## config.mk

```make
export PLATFORM = sky130hd
export DESIGN_NAME = sram_arbiter
export DESIGN_NICKNAME = d
export VERILOG_FILES = /design/src/rtl/sram_arbiter.sv
export SDC_FILE = /design/constraint.sdc
export NUM_CORES = 1
export LEC_CHECK = 0
export BUFFER_PORTS_ARGS = -buffer_cell sky130_fd_sc_hd__buf_4
export CORE_MARGIN = 5
export CORE_UTILIZATION = 45
export DETAILED_ROUTE_END_ITERATION = 10
export PLACE_DENSITY = 0.84
export SLEW_MARGIN = 20
export SYNTH_ARGS = -nofsm -noshare
export SYNTH_HDL_FRONTEND = slang
export SYNTH_SLANG_ARGS = --single-unit
```

## constraint.sdc

```tcl
create_clock -name Clk -period 1.9 [get_ports Clk]
set_input_delay 0.38 -clock Clk [delete_from_list [all_inputs] [get_ports Clk]]
set_output_delay 0.38 -clock Clk [all_outputs]
set_load 0.05 [all_outputs]
```

## src/rtl/sram_arbiter.sv

```systemverilog
// Two-port arbiter and strobe sequencer for the shared asynchronous SRAM.
// One access at a time; ties go to the port that was not granted last.
module sram_arbiter #(
  parameter int ADDR_W    = 20,
  parameter int DATA_W    = 16,
  parameter int RD_CYCLES = 2,
  parameter int WR_CYCLES = 2
) (
  input  logic              Clk,
  input  logic              Reset,
  input  logic              a_req,
  input  logic              a_we,
  input  logic [ADDR_W-1:0] a_addr,
  input  logic [DATA_W-1:0] a_wdata,
  output logic [DATA_W-1:0] a_rdata,
  output logic              a_ack,
  input  logic              b_req,
  input  logic              b_we,
  input  logic [ADDR_W-1:0] b_addr,
  input  logic [DATA_W-1:0] b_wdata,
  output logic [DATA_W-1:0] b_rdata,
  output logic              b_ack,
  output logic              busy,
  output logic              Mem_CE,
  output logic              Mem_UB,
  output logic              Mem_LB,
  output logic              Mem_OE,
  output logic              Mem_WE,
  output logic [ADDR_W-1:0] Mem_ADDR,
  output logic [DATA_W-1:0] dq_out,
  output logic              dq_oe,
  input  logic [DATA_W-1:0] dq_in
);

  localparam int MAX_CYC = (RD_CYCLES > WR_CYCLES) ? RD_CYCLES : WR_CYCLES;
  localparam int CNT_W   = (MAX_CYC > 1) ? $clog2(MAX_CYC) : 1;
  localparam logic [CNT_W-1:0] RD_LOAD = CNT_W'(RD_CYCLES - 1);
  localparam logic [CNT_W-1:0] WR_LOAD = CNT_W'(WR_CYCLES - 1);

  typedef enum logic [1:0] {IDLE, ACCESS, RELEASE} state_t;

  state_t              state_q, state_d;
  logic [CNT_W-1:0]    cnt_q, cnt_d;
  logic                sel_q, sel_d;    // 0 = A, 1 = B
  logic                last_q, last_d;
  logic                we_q, we_d;
  logic [ADDR_W-1:0]   addr_q, addr_d;
  logic [DATA_W-1:0]   wdata_q, wdata_d;
  logic [DATA_W-1:0]   a_rdata_q, a_rdata_d;
  logic [DATA_W-1:0]   b_rdata_q, b_rdata_d;
  logic                grant_b;

  always_comb begin
    state_d   = state_q;
    cnt_d     = cnt_q;
    sel_d     = sel_q;
    last_d    = last_q;
    we_d      = we_q;
    addr_d    = addr_q;
    wdata_d   = wdata_q;
    a_rdata_d = a_rdata_q;
    b_rdata_d = b_rdata_q;
    grant_b   = 1'b0;
    case (state_q)
      IDLE: begin
        if (a_req || b_req) begin
          grant_b = b_req && (!a_req || !last_q);
          sel_d   = grant_b;
          last_d  = grant_b;
          we_d    = grant_b ? b_we    : a_we;
          addr_d  = grant_b ? b_addr  : a_addr;
          wdata_d = grant_b ? b_wdata : a_wdata;
          cnt_d   = we_d ? WR_LOAD : RD_LOAD;
          state_d = ACCESS;
        end
      end
      ACCESS: begin
        if (cnt_q == '0) begin
          state_d = RELEASE;
          // Sample the SRAM on the last OE-low cycle, before OE is released.
          if (!we_q) begin
            if (sel_q) b_rdata_d = dq_in;
            else       a_rdata_d = dq_in;
          end
        end else begin
          cnt_d = cnt_q - 1'b1;
        end
      end
      RELEASE: state_d = IDLE;
      default: state_d = IDLE;
    endcase
  end

  always_ff @(posedge Clk) begin
    if (!Reset) begin
      state_q   <= IDLE;
      cnt_q     <= '0;
      sel_q     <= 1'b0;
      last_q    <= 1'b1;
      we_q      <= 1'b0;
      addr_q    <= '0;
      wdata_q   <= '0;
      a_rdata_q <= '0;
      b_rdata_q <= '0;
    end else begin
      state_q   <= state_d;
      cnt_q     <= cnt_d;
      sel_q     <= sel_d;
      last_q    <= last_d;
      we_q      <= we_d;
      addr_q    <= addr_d;
      wdata_q   <= wdata_d;
      a_rdata_q <= a_rdata_d;
      b_rdata_q <= b_rdata_d;
    end
  end

  // Strobes decode straight from registered state, so they cannot overlap.
  assign Mem_OE   = !((state_q == ACCESS) && !we_q);
  assign Mem_WE   = !((state_q == ACCESS) &&  we_q);
  assign dq_oe    = we_q && ((state_q == ACCESS) || (state_q == RELEASE));
  assign a_ack    = (state_q == RELEASE) && !sel_q;
  assign b_ack    = (state_q == RELEASE) &&  sel_q;
  assign busy     = (state_q != IDLE);
  assign Mem_CE   = 1'b0;
  assign Mem_UB   = 1'b0;
  assign Mem_LB   = 1'b0;
  assign Mem_ADDR = addr_q;
  assign dq_out   = wdata_q;
  assign a_rdata  = a_rdata_q;
  assign b_rdata  = b_rdata_q;

endmodule

```

* Yosys cells after proc, flatten, opt, wreduce, memory -nomap -nowiden
Cells that the tools add are included.
** Storage, ports and cells
- Register bits after elaboration :: 74
- Bits in latches :: 0
- Memory bits (writable) :: 0
- ROM bits :: 0
- Bits of input ports :: 94
- Output and inout port bits :: 77
- Word-level logic and storage cells :: 49
- Memories :: 0
** Operators by class
- Add/subtract/negate cells :: 1
- Multipliers :: 0
- Div/mod/pow operators :: 0
- Magnitude comparators :: 0
- Equality and inequality tests :: 4
- Shift operators :: 0
- Multiplexer cells :: 9
- Bitwise operators :: 3
- Reduce and logical (&&, ||, !) cells :: 23
** Operator list (count)
- 20-bit 2-to-1 mux :: 1
- 16-bit 2-to-1 mux :: 1
- 4-bit AND reduction :: 2
- 1-bit logical AND :: 6
- 1-bit logical NOT :: 6
- 2-bit AND reduction :: 3
- 2-bit 2-to-1 mux :: 2
- 2-bit != test (second input constant) :: 2
- 2-bit case mux with 2 select lines :: 1
- 2-bit nonzero test :: 2
- 1-bit logical OR :: 3
- 1-bit 2-to-1 mux :: 3
- 1-bit NOT :: 3
- 2-bit by 1-bit == test with 1-bit output (second input constant) :: 1
- 2-bit == test (second input constant) :: 1
- 2-bit logical NOT :: 1
- 1-bit case mux with 2 select lines :: 1
- 1-bit subtractor (second input constant) :: 1

* Logic depth before layout (Yosys ltp)
- Depth after elaboration :: 4
- Depth in mapped cells :: 8
- Depth with buffers taken out :: 5

* Least setup slack after synthesis
OpenSTA, ideal clock, no wires.
- Kind :: reg-to-output
- Start :: register state_q[0]
- End :: output a_ack
- Arrival :: 1.272 ns
- Required time :: 1.520 ns
- Slack :: 0.248 ns
- Stages on the path, launching flop included :: 4
- Path buffers :: 0
- Path through :: dfxtp_1 -> inv_1 -> ha_1 -> nor2b_1
** On the way
- Cells in the longest elaborated chain, start to end :: 2
** Ends and longest elaborated chain
- from (decl) :: line 42 : state_t state_q, state_d;
- from (signal assigned) :: line 106 : state_q <= state_d;
- 2-bit == test :: line 122 : assign a_ack = (state_q == RELEASE) && !sel_q;
- 1-bit logical AND :: line 122
- to (decl) :: line 16 : output logic a_ack,
Every way passes these cells.

* Final worst setup path
- Start :: register state_q[0]
- End :: output dq_oe
** On the way
- Cells in the longest elaborated chain, start to end :: 3
- Elaborated cells on any way between the ends :: 4
** Ends and longest elaborated chain
- 2-bit by 1-bit == test with 1-bit output or 2-bit == test (tied branches) :: line 121 : assign dq_oe = we_q && ((state_q == ACCESS) || (state_q == RELEASE));
- 1-bit logical OR * :: line 121
- 1-bit logical AND * :: line 121
- to (decl) :: line 31 : output logic dq_oe,
Every way passes the cells marked *; elsewhere a longest branch is shown, timed or not.

==> run_results.csv <==
group,metric,value,unit
outcome,outcome,"complete, no violations",
synthesis,synth_area_per_cell,8.08,um^2
placed_design,dp_hpwl,7030,um
routing,vias,3316,
floorplan,fp.coreArea,6830,um^2
cells_and_area,layout-drive-gt1-share,0.396,
synthesis,ys_ff_latch,74,
power,p_int,3.68,mW
timing,clock.fmax,553,MHz
synthesis,netlist_area,3180,um^2
global_routing,grt_first_pass_wirelength,14900,um
routing,ant_nets,0,
timing,finalHoldViolCount,0,
clock_network,clock-sinks,74,
synthesis,ys_warn_count,0,
clock_network,cts_tree,"yes",
floorplan,die-height,94.1,um
synthesis,yosysMostFrequentCell,"a21oi_1",
worst_setup_path,cp-startpoint,"state_q[0]",
power,vdd_drop_max,0.959,mV
global_routing,antenna_found_initial,0,
cells_and_area,area_delta_synth_final,46.5,%
synthesis,synth_top_area_frac,0.466,
clock_network,ctsHoldBuffers,0,
power,p_leak,2.16,nW
clock_network,clkLatencyLatePin,0.33,ns
cells_and_area,fill_cells,557,
run,drv_cap,0,
clock_network,cts_root_buf,"clkbuf_8",
synthesis,synth_edf_count,0,
worst_setup_path,cp-start-kind,"flop",
routing,wl,9490,um
synthesis,ys_top_cells_by_count,"a21oi_1, nand2_1, dfxtp_1, o21ai_0, nand3_1",
synthesis,synth_top_cells_by_area,"dfxtp_1, a21oi_1, nand2_1",
timing,period_share,0.952,
timing,finalCriticalPeriod,1.81,ns
floorplan,row_count,30,
floorplan,ios,171,
floorplan,die-area,8850,um^2
global_routing,track_usage,0.211,
power,p_sw_frac,0.461,
worst_setup_path,r2r_start,"state_q[1]",
timing,worst_slack,0.0906,ns
cells_and_area,ff_latch_area,1480,um^2
placed_design,place_inst,631,
routing,dr.pass1.iters,4,
global_routing,grt_max_degree,65,
routing,vias_per_cell,5.13,
timing,maxSlewViolCount,0,
clock_network,htree_levels,3,
clock_network,cts-buffers-inserted,9,
power,clkPwrFrac,0.181,
worst_setup_path,critPathSlowestCell,"dfxtp_1",
synthesis,seq_area_frac_synth,0.466,
cells_and_area,final_nets,645,
routing,first_iter_violations,72,
worst_setup_path,cp_data_arrival_time,1.43,ns
placed_design,gp_congestion,0.759,
timing,tns,0,ns
worst_setup_path,cp_cell_sequence,"inv_1 -> ha_2 -> and2_1 -> buf_4",
synthesis,ys.flop_type,"dfxtp_1",
hold_path,worstHoldStart,"dq_in[14]",
hold_path,hp-class,"primary input to flop",
cells_and_area,antenna_cells,0,
synthesis,synth.largest_area_cell,"dfxtp_1",
global_routing,overflow,0,
placed_design,port_buffers,167,
floorplan,initial_utilization,0.466,
power,seqPwrFrac,0.316,
clock_network,post_cts_buffers,0,
routing,wl_per_cell,14.7,um
timing,hold_slack,0.282,ns
clock_network,clkSlewWorstSetupHoldPaths,0.07,ns
power,power.total,6.83,mW
timing,finalSetupViolations,0,
clock_network,cts_resized,0,
synthesis,synth.distinct_cells,28,
power,p_per_area,1470,nW/um^2
cells_and_area,fin_cells,647,
clock_network,clockBufferDepth,2,
worst_setup_path,max_stage_delay,0.38,ns
routing,drcViolationCount,0,
floorplan,fp.dieW,94.1,um
timing,finalClockSkew,0.0110,ns
placed_design,dp_slack,0.169,ns
synthesis,async_flop_share,0,
worst_setup_path,critical_path_class,"flop to primary output",
worst_setup_path,end_kind,"primary output",
timing,rsz0062_at_grt,"no",
power,power_switching,3.15,mW
worst_setup_path,critical_path.max_fanout,4,
global_routing,first_global_vias,3295,
cells_and_area,multi_input_area,1490,um^2
power,power_frac_comb,0.503,
synthesis,netlist_instances,394,
worst_setup_path,cp.required,1.52,ns
## final timing paths
kind                 endpoint  slack, ns  cells past startpoint
setup / recovery        dq_oe       0.09                      4
hold reg to reg   b_rdata[15]       0.46                      2
hold / removal    b_rdata[14]       0.28                      3
setup reg to reg  a_rdata[12]       0.17                      6
## power groups by stage
stage	Clock, mW	Combinational [mW]	Sequential, mW
2_1_floorplan	0	1.29	3.32
3_3_place_gp	0	3.38	2.17
3_5_place_dp	0	3.44	2.18
4_1_cts	1.27	3.45	2.16
5_1_grt	1.35	3.66	2.20
6_report	1.24	3.43	2.16
## metal layers
metal | share of wire | vias to the layer above | global-route usage | routed length (um)
met4 | 0.024 | 0 | 0.0927 | 226
met5 | 0 | - | 0 | 0
met3 | 0.11 | 20 | 0.0946 | 1090
met1 | 0.38 | 1491 | 0.221 | 3580
li1 | - | 1649 | - | -
met2 | 0.48 | 156 | 0.363 | 4590
## cells in the final DEF, fill, tap and decap left out
cell type	Yosys	layout
o21a_1	1	1
o21ai_0	55	54
and2_1	2	2
dfxtp_1	74	74
buf_12	2	2
buf_4	3	175
bufinv_16	0	1
o21ai_2	16	17
clkinv_2	0	3
clkinvlp_4	0	1
mux2i_1	3	3
nand2b_1	2	2
nor2_1	2	2
nand3_1	27	27
inv_1	3	3
clkbuf_8	0	11
a21bo_2	1	1
nand2_1	75	75
nor2b_1	2	2
or4b_1	1	1
a22oi_1	2	2
a21oi_1	76	76
a21boi_2	0	1
conb_1	1	3
and3_1	1	1
ha_2	0	1
nand3_2	5	5
and4bb_1	1	1
ha_1	5	4
## logic make-up after synthesis
family,after synthesis,share of synthesized area
flip-flops,74,0.466
AO/OA/AOI/OAI,152,0.263
other,1,0.00118
buffers and inverters,41,0.0716
AND/OR/NAND/NOR,118,0.170
adder cells (fa/ha/maj),5,0.0197
multiplexers,3,0.00944
## registers in the layout, summed over array words and instances (netlist names)
| signal | flops |
|---|---|
| Mem_ADDR | 20 |
| a_rdata | 16 |
| b_rdata | 16 |
| cnt_q | 1 |
| dq_out | 16 |
| last_q | 1 |
| sel_q | 1 |
| state_q | 2 |
| we_q | 1 |
## area by class of cell
cell class | count | share of cell area
clock buffers | 11 | 0.0325
clock inverters | 5 | 0.0113
inverters | 3 | 0.00242
multi-input cells | 281 | 0.320
flip-flops and latches | 74 | 0.318
well taps | 96 | 0.0258
repair buffers | 177 | 0.290
## critical path: cells and delay by family, from the launching register on
family	cells	cell delay, ns
DFF	1	0.38
adders and majority gates	1	0.31
buffers and inverters	2	0.29
and+or+nand+nor	1	0.11
## per-stage QoR
stage               instance area, um^2   util
floorplan                          3190      -
global placement                   4450  0.652
detailed placement                 4450  0.652
CTS                                4660  0.682
global route                       4660  0.682
finish                             4660  0.682
Power figures use the tool's default switching activity.
